File: src/rtl/unified_mem_arbiter_pkg.sv
// Shared types and defaults for the unified instruction/data memory arbiter.
// Latency: n/a (types only).
// Backpressure: n/a (types only).
package unified_mem_arbiter_pkg;

  // Owner of the read response due in the cycle after a grant.
  typedef enum logic [1:0] {
    OWN_NONE = 2'd0,
    OWN_IF   = 2'd1,
    OWN_LS   = 2'd2
  } mem_owner_type;

  localparam int STARVE_LIMIT_DEFAULT = 4;

endpackage

File: src/rtl/unified_mem_arbiter_if.sv
// Bundles the fetch, load/store and memory-macro signals of the unified memory arbiter.
// Latency: n/a (wiring only).
// Backpressure: gnt/stall outputs tell each requester when its request was not taken.
interface unified_mem_arbiter_if #(
  parameter int ADDR_W = 32
);

  // Instruction fetch side
  logic              if_req;
  logic [ADDR_W-1:0] if_addr;
  logic              if_flush;
  logic              if_gnt;
  logic              if_stall;
  logic              if_rvalid;
  logic [31:0]       if_rdata;

  // Load/store side
  logic              ls_req;
  logic              ls_we;
  logic [3:0]        ls_be;
  logic [ADDR_W-1:0] ls_addr;
  logic [31:0]       ls_wdata;
  logic              ls_gnt;
  logic              ls_stall;
  logic              ls_rvalid;
  logic [31:0]       ls_rdata;

  // Memory macro side
  logic              mem_en;
  logic              mem_we;
  logic [3:0]        mem_be;
  logic [ADDR_W-3:0] mem_addr;
  logic [31:0]       mem_wdata;
  logic [31:0]       mem_rdata;

  // Arbiter view
  modport slave (
    input  if_req, if_addr, if_flush,
    output if_gnt, if_stall, if_rvalid, if_rdata,
    input  ls_req, ls_we, ls_be, ls_addr, ls_wdata,
    output ls_gnt, ls_stall, ls_rvalid, ls_rdata,
    output mem_en, mem_we, mem_be, mem_addr, mem_wdata,
    input  mem_rdata
  );

  // Requesters and memory macro view
  modport master (
    output if_req, if_addr, if_flush,
    input  if_gnt, if_stall, if_rvalid, if_rdata,
    output ls_req, ls_we, ls_be, ls_addr, ls_wdata,
    input  ls_gnt, ls_stall, ls_rvalid, ls_rdata,
    input  mem_en, mem_we, mem_be, mem_addr, mem_wdata,
    output mem_rdata
  );

endinterface

File: src/rtl/unified_mem_arbiter.sv
// Shares one single-port synchronous-read memory between fetch (IF) and load/store (LS).
// Latency: grant is combinational; read data returns the cycle after the grant.
// Backpressure: LS has priority; IF is forced through after STARVE_LIMIT consecutive LS wins.
module unified_mem_arbiter
  import unified_mem_arbiter_pkg::*;
#(
  parameter int ADDR_W       = 32,
  parameter int STARVE_LIMIT = STARVE_LIMIT_DEFAULT
) (
  input  logic                   clk,
  input  logic                   reset,
  unified_mem_arbiter_if.slave   bus
);

  localparam int CNT_W = $clog2(STARVE_LIMIT + 1);
  localparam logic [CNT_W-1:0] LIMIT = CNT_W'(STARVE_LIMIT);

  mem_owner_type    resp_owner_q, resp_owner_d;
  logic [CNT_W-1:0] starve_cnt_q, starve_cnt_d;
  logic [31:0]      if_rdata_q, if_rdata_d;
  logic [31:0]      ls_rdata_q, ls_rdata_d;

  logic if_win;
  logic ls_win;
  logic if_resp;
  logic ls_resp;

  // Byte-offset bits are the requesters' concern; the memory is word addressed.
  logic addr_lsb_unused;
  assign addr_lsb_unused = ^{bus.if_addr[1:0], bus.ls_addr[1:0]};

  // Pick the winner for this cycle; nothing is granted while reset is held.
  always_comb begin
    if_win = 1'b0;
    ls_win = 1'b0;
    if (!reset) begin
      if (bus.ls_req && !(bus.if_req && (starve_cnt_q == LIMIT))) begin
        ls_win = 1'b1;
      end else if (bus.if_req) begin
        if_win = 1'b1;
      end
    end
  end

  // Drive the memory port from the winner and compute grant/stall outputs.
  always_comb begin
    bus.if_gnt    = if_win;
    bus.ls_gnt    = ls_win;
    bus.if_stall  = !reset && bus.if_req && !if_win;
    bus.ls_stall  = !reset && bus.ls_req && !ls_win;
    bus.mem_en    = if_win || ls_win;
    bus.mem_we    = 1'b0;
    bus.mem_be    = 4'h0;
    bus.mem_addr  = '0;
    bus.mem_wdata = 32'h0;
    if (ls_win) begin
      bus.mem_we    = bus.ls_we;
      bus.mem_be    = bus.ls_we ? bus.ls_be : 4'hF;
      bus.mem_addr  = bus.ls_addr[ADDR_W-1:2];
      bus.mem_wdata = bus.ls_wdata;
    end else if (if_win) begin
      bus.mem_be    = 4'hF;
      bus.mem_addr  = bus.if_addr[ADDR_W-1:2];
    end
  end

  // Count LS wins that kept a pending fetch waiting; any fetch win or idle fetch clears it.
  always_comb begin
    starve_cnt_d = starve_cnt_q;
    if (ls_win && bus.if_req) begin
      starve_cnt_d = (starve_cnt_q == LIMIT) ? starve_cnt_q : starve_cnt_q + 1'b1;
    end else if (if_win || !bus.if_req) begin
      starve_cnt_d = '0;
    end
  end

  // Remember who owns next cycle's read data; stores return nothing.
  always_comb begin
    resp_owner_d = OWN_NONE;
    if (if_win) begin
      resp_owner_d = OWN_IF;
    end else if (ls_win && !bus.ls_we) begin
      resp_owner_d = OWN_LS;
    end
  end

  // Route the returning read data; a flushed fetch response is dropped and leaves data held.
  always_comb begin
    if_resp       = !reset && (resp_owner_q == OWN_IF) && !bus.if_flush;
    ls_resp       = !reset && (resp_owner_q == OWN_LS);
    if_rdata_d    = if_resp ? bus.mem_rdata : if_rdata_q;
    ls_rdata_d    = ls_resp ? bus.mem_rdata : ls_rdata_q;
    bus.if_rvalid = if_resp;
    bus.ls_rvalid = ls_resp;
    bus.if_rdata  = reset ? 32'h0 : if_rdata_d;
    bus.ls_rdata  = reset ? 32'h0 : ls_rdata_d;
  end

  // State registers.
  always_ff @(posedge clk) begin
    if (reset) begin
      resp_owner_q <= OWN_NONE;
      starve_cnt_q <= '0;
      if_rdata_q   <= 32'h0;
      ls_rdata_q   <= 32'h0;
    end else begin
      resp_owner_q <= resp_owner_d;
      starve_cnt_q <= starve_cnt_d;
      if_rdata_q   <= if_rdata_d;
      ls_rdata_q   <= ls_rdata_d;
    end
  end

endmodule

File: src/flat_wrapper.sv
// flat-port wrapper written by rule: the top's interface ports become plain ports
module unified_mem_arbiter_flat import unified_mem_arbiter_pkg::*;
#(
  parameter int ADDR_W       = 32,
  parameter int STARVE_LIMIT = STARVE_LIMIT_DEFAULT
)
  (clk, reset, bus_if_req, bus_if_addr, bus_if_flush, bus_if_gnt, bus_if_stall, bus_if_rvalid, bus_if_rdata, bus_ls_req, bus_ls_we, bus_ls_be, bus_ls_addr, bus_ls_wdata, bus_ls_gnt, bus_ls_stall, bus_ls_rvalid, bus_ls_rdata, bus_mem_en, bus_mem_we, bus_mem_be, bus_mem_addr, bus_mem_wdata, bus_mem_rdata);
  unified_mem_arbiter_if #(.ADDR_W(ADDR_W)) bus_i ();
  input  logic clk;
  input  logic reset;
  input wire logic [$bits(bus_i.if_req)-1:0] bus_if_req;
  input wire logic [$bits(bus_i.if_addr)-1:0] bus_if_addr;
  input wire logic [$bits(bus_i.if_flush)-1:0] bus_if_flush;
  output wire logic [$bits(bus_i.if_gnt)-1:0] bus_if_gnt;
  output wire logic [$bits(bus_i.if_stall)-1:0] bus_if_stall;
  output wire logic [$bits(bus_i.if_rvalid)-1:0] bus_if_rvalid;
  output wire logic [$bits(bus_i.if_rdata)-1:0] bus_if_rdata;
  input wire logic [$bits(bus_i.ls_req)-1:0] bus_ls_req;
  input wire logic [$bits(bus_i.ls_we)-1:0] bus_ls_we;
  input wire logic [$bits(bus_i.ls_be)-1:0] bus_ls_be;
  input wire logic [$bits(bus_i.ls_addr)-1:0] bus_ls_addr;
  input wire logic [$bits(bus_i.ls_wdata)-1:0] bus_ls_wdata;
  output wire logic [$bits(bus_i.ls_gnt)-1:0] bus_ls_gnt;
  output wire logic [$bits(bus_i.ls_stall)-1:0] bus_ls_stall;
  output wire logic [$bits(bus_i.ls_rvalid)-1:0] bus_ls_rvalid;
  output wire logic [$bits(bus_i.ls_rdata)-1:0] bus_ls_rdata;
  output wire logic [$bits(bus_i.mem_en)-1:0] bus_mem_en;
  output wire logic [$bits(bus_i.mem_we)-1:0] bus_mem_we;
  output wire logic [$bits(bus_i.mem_be)-1:0] bus_mem_be;
  output wire logic [$bits(bus_i.mem_addr)-1:0] bus_mem_addr;
  output wire logic [$bits(bus_i.mem_wdata)-1:0] bus_mem_wdata;
  input wire logic [$bits(bus_i.mem_rdata)-1:0] bus_mem_rdata;
  assign bus_i.if_req = bus_if_req;
  assign bus_i.if_addr = bus_if_addr;
  assign bus_i.if_flush = bus_if_flush;
  assign bus_if_gnt = bus_i.if_gnt;
  assign bus_if_stall = bus_i.if_stall;
  assign bus_if_rvalid = bus_i.if_rvalid;
  assign bus_if_rdata = bus_i.if_rdata;
  assign bus_i.ls_req = bus_ls_req;
  assign bus_i.ls_we = bus_ls_we;
  assign bus_i.ls_be = bus_ls_be;
  assign bus_i.ls_addr = bus_ls_addr;
  assign bus_i.ls_wdata = bus_ls_wdata;
  assign bus_ls_gnt = bus_i.ls_gnt;
  assign bus_ls_stall = bus_i.ls_stall;
  assign bus_ls_rvalid = bus_i.ls_rvalid;
  assign bus_ls_rdata = bus_i.ls_rdata;
  assign bus_mem_en = bus_i.mem_en;
  assign bus_mem_we = bus_i.mem_we;
  assign bus_mem_be = bus_i.mem_be;
  assign bus_mem_addr = bus_i.mem_addr;
  assign bus_mem_wdata = bus_i.mem_wdata;
  assign bus_i.mem_rdata = bus_mem_rdata;
  unified_mem_arbiter #(.ADDR_W(ADDR_W), .STARVE_LIMIT(STARVE_LIMIT)) u_core (.clk(clk), .reset(reset), .bus(bus_i));
endmodule
File: config.mk
export PLATFORM = sky130hd
export DESIGN_NAME = unified_mem_arbiter_flat
export DESIGN_NICKNAME = d
export VERILOG_FILES = /design/src/rtl/unified_mem_arbiter_pkg.sv /design/src/rtl/unified_mem_arbiter_if.sv /design/src/rtl/unified_mem_arbiter.sv /design/src/flat_wrapper.sv
export SDC_FILE = /design/constraint.sdc
export NUM_CORES = 1
export LEC_CHECK = 0
export CORE_AREA = 2 2 108 110
export CTS_BUF_LIST = sky130_fd_sc_hd__clkbuf_8 sky130_fd_sc_hd__clkbuf_16
export DETAILED_ROUTE_END_ITERATION = 7
export DIE_AREA = 0 0 110 112
export GPL_TIMING_DRIVEN = 0
export PLACE_DENSITY_LB_ADDON = 0.15
export SLEW_MARGIN = 20
export SYNTH_ARGS = -nofsm -noshare
export SYNTH_HDL_FRONTEND = slang
export SYNTH_SLANG_ARGS = --single-unit
File: constraint.sdc
create_clock -name clk -period 2.7 [get_ports clk]
set_input_delay 0.54 -clock clk [delete_from_list [all_inputs] [get_ports clk]]
set_output_delay 0.54 -clock clk [all_outputs]
set_load 0.02 [all_outputs]
==> impl_metrics.toml <==
[clock_network]
cts_tree = "done"
clkTransAtPathRegs_ns = 0.05
clock-sinks = 69
numCtsBuffers = 9
cts-hold-fix-buffers = 0
cts-root-buf = "clkbuf_16"
cts-htree-levels = 3
cts_buffer_depth = 2
clkLatencyLatePin_ns = 0.33

[hold_path]
holdPathEnd = "u_core.starve_cnt_q[0]"
whs_path_depth = 1
hp-start = "u_core.starve_cnt_q[0]"
hp-class = "flop to flop"

[routing]
detail_route.wl_per_cell_um = 16.62
drcViolationCount = 0
firstDrtPassIters = 4
vias = 3700
drt_iter0_drc = 155
routed_wl_um = 13710
post_drt_via_cell_ratio = 4.485
drtAntennaViolNets = 0

[power_and_ir_drop]
combPwrFrac = 0.214
pwr-share-seq = 0.377
clkPwrFrac = 0.409
leakage_nw = 2.906
ir_worst_vdd_v = 0.0003634
p_int_mw = 2.076
p_per_area_mw_per_mm2 = 454.7
swShare = 0.2581
switchingPower_mw = 0.7219

[grt]
grt_pass1_vias = 3708
grt_max_degree = 13
grt_pass1_wl_um = 20230
globalRouteOverflowTotal = 0
antenna_found_initial = 2
grt_usage = 0.2189

[setup_path]
cp-end-kind = "primary output"
cpLargestDelayFamily = "buffers and inverters"
cp_slowest_cell = "clkdlybuf4s50_1"
crit_required_ns = 2.16
worstPathCellList = "clkdlybuf4s15_2 > clkbuf_4 > buf_2 > clkbuf_4 > a21oi_1 > clkdlybuf4s50_1"
cpPeakStageDelay_ns = 0.65
worstPathArrival_ns = 2.26
critPathKind = "input pin to primary output"
critPathBufInv = 5
worstPathMaxFanout = 10
r2r_slack_ns = 1.11
crit_top_cell = "clkbuf_4"
ff2ff_path_depth = 6
reg2reg_from = "u_core.starve_cnt_q[0]"
cp-start-kind = "input pin"
r2r_end = "u_core.resp_owner_q[1]"

[die]
initial_core_util = 0.2770
die_x_um = 110
coreArea_sq_mm = 0.01117
rows = 39
io_pins = 276
dieArea_sq_mm = 0.01232
die_h_um = 112

[yosys]
yosysUniqueCellTypes = 22
synth_cells = 389
synth_area_leaders = "dfxtp_1 45%, nand2_1 12%, a22o_1 8.5%"
yosys_warnings = 0
synth_top_area_cell = "dfxtp_1"
synth_fp_nets = 529
ys_seq_area_frac = 0.4462
synth_top_area_share = 0.4462
ys_seq_elements = 69
syn_area_sq_mm = 0.003095
syn_avg_cell_area_sq_um = 7.958

[timing]
relSlewSlack = 0.7644
final-setup-viol-count = 2
worstMarginPinSlew_ns = 0.3534
hold_violations = 0
grt_setup_unrepaired = "true"
min_period_ns = 2.801
period_share = 1.038
setup_slack_ns = -0.1014
fin_skew_ns = 0.008527
maxSlewViolCount = 0
max_freq_ghz = 0.3570

[outcome]
violations = "setup timing"
run_status = "complete, but fails checks"

[final_layout]
layout-drive-gt1-share = 0.2206
stdcell_count = 825
synthToLayoutAreaGrowth_pct = 98.75
fin_util = 0.5506
layout.nets = 816
final_area_sq_mm = 0.006152

[placement]
portBuffers = 271
gp_congestion = 0.9490
place_area_sq_mm = 0.005987
dp_cells = 803
dp_hpwl_um = 11260

[job]
maxCapViolations = 0
## layer usage
| metal | up-vias | GRT usage | routed length, um |
|---|---|---|---|
| li1 | 1859 | - | - |
| met1 | 1666 | 0.2348 | 4973 |
| met2 | 157 | 0.3906 | 7208 |
| met3 | 18 | 0.06674 | 1145 |
| met4 | 0 | 0.09030 | 385 |
| met5 | - | 0 | 0 |
## power by group through the flow
stage	clock (mW)	combinational (mW)	sequential (mW)
2_1_floorplan	0	0.238	1.07
3_3_place_gp	0	0.636	1.07
3_5_place_dp	0	0.641	1.08
4_1_cts	1.17	0.614	1.05
5_1_grt	1.23	0.636	1.06
6_report	1.14	0.599	1.05
## cells by family after synthesis
group           synth area share
simple gates              0.2801
compound gates            0.2090
flops                     0.4462
buf+inv                  0.05376
fa+ha+maj               0.008083
xor+xnor                0.002830
## state kept, by name (all words and copies together), names as in the netlist
name,cells
u_core.if_rdata_q,32
u_core.resp_owner_q,2
u_core.ls_rdata_q,32
u_core.starve_cnt_q,3
## synth_stat cells
master    instances
nor4b_1           1
inv_1             4
buf_2            12
buf_6             2
clkbuf_1         17
a21boi_0          1
nor2b_1           3
dfxtp_1          69
xnor2_1           1
nand3_1           1
a21oi_1          32
a311oi_2          1
clkbuf_2          1
and2_1           34
a22o_1           30
nand2_1          98
nand2b_1         37
o21ai_0          32
ha_1              2
nor2_1            6
a21boi_2          1
a21o_1            4
## per-stage QoR
step	setup TNS (ns)	power (mW)	setup WS [ns]	hold WS (ns)
after floorplan	0	1.311	0.5271	0.4173
after global placement	-93.16	1.711	-0.7824	0.4284
after detailed placement	-97.09	1.717	-0.8151	0.4370
after CTS	-4.134	2.842	-0.2453	0.4479
after global routing	-2.573	2.918	-0.1811	0.4324
final	-0.1021	2.798	-0.1014	0.4133
## worst max path at each step
stage	startpoint	end	slack, ns	cells past startpoint
2_1_floorplan	bus_if_flush	bus_if_rdata[22]	0.53	5
3_3_place_gp	reset	bus_ls_rdata[21]	-0.78	6
3_5_place_dp	reset	bus_mem_addr[6]	-0.82	6
4_1_cts	u_core.resp_owner_q[0]	bus_ls_rdata[29]	-0.25	6
5_1_grt	reset	bus_ls_rdata[30]	-0.18	6
6_report	reset	bus_ls_rdata[30]	-0.10	6
## cell type report
| class | instances | area (sq um) |
|---|---|---|
| fillers | 1084 | 5022 |
| repair buffers | 277 | 2501 |
| multi-input cells | 284 | 1583 |
| flip-flops and latches | 69 | 1383 |
| clock buffers | 9 | 225.2 |
| plain buffers | 31 | 197.7 |
| well taps | 143 | 178.9 |
| clock inverters | 6 | 63.81 |
| inverters | 4 | 15.01 |
| diodes | 2 | 5.005 |
## timing repair
action,CTS,global route
pin swaps,1,2
setup buffers,5,1
resized for setup,298,149
setup endpoints to repair,138,121
## cells in the final DEF, fill, tap and decap left out, types with 25 or more instances in the layout
cell and count:
a22o_1 30, clkdlybuf4s50_1 135, o21ai_0 32, buf_4 26, clkbuf_2 51, nand2b_1 37
and2_1 34, a21oi_1 32, dfxtp_1 68, clkdlybuf4s15_2 25, nand2_1 97
No activity file was read; power rests on OpenSTA's default activity.
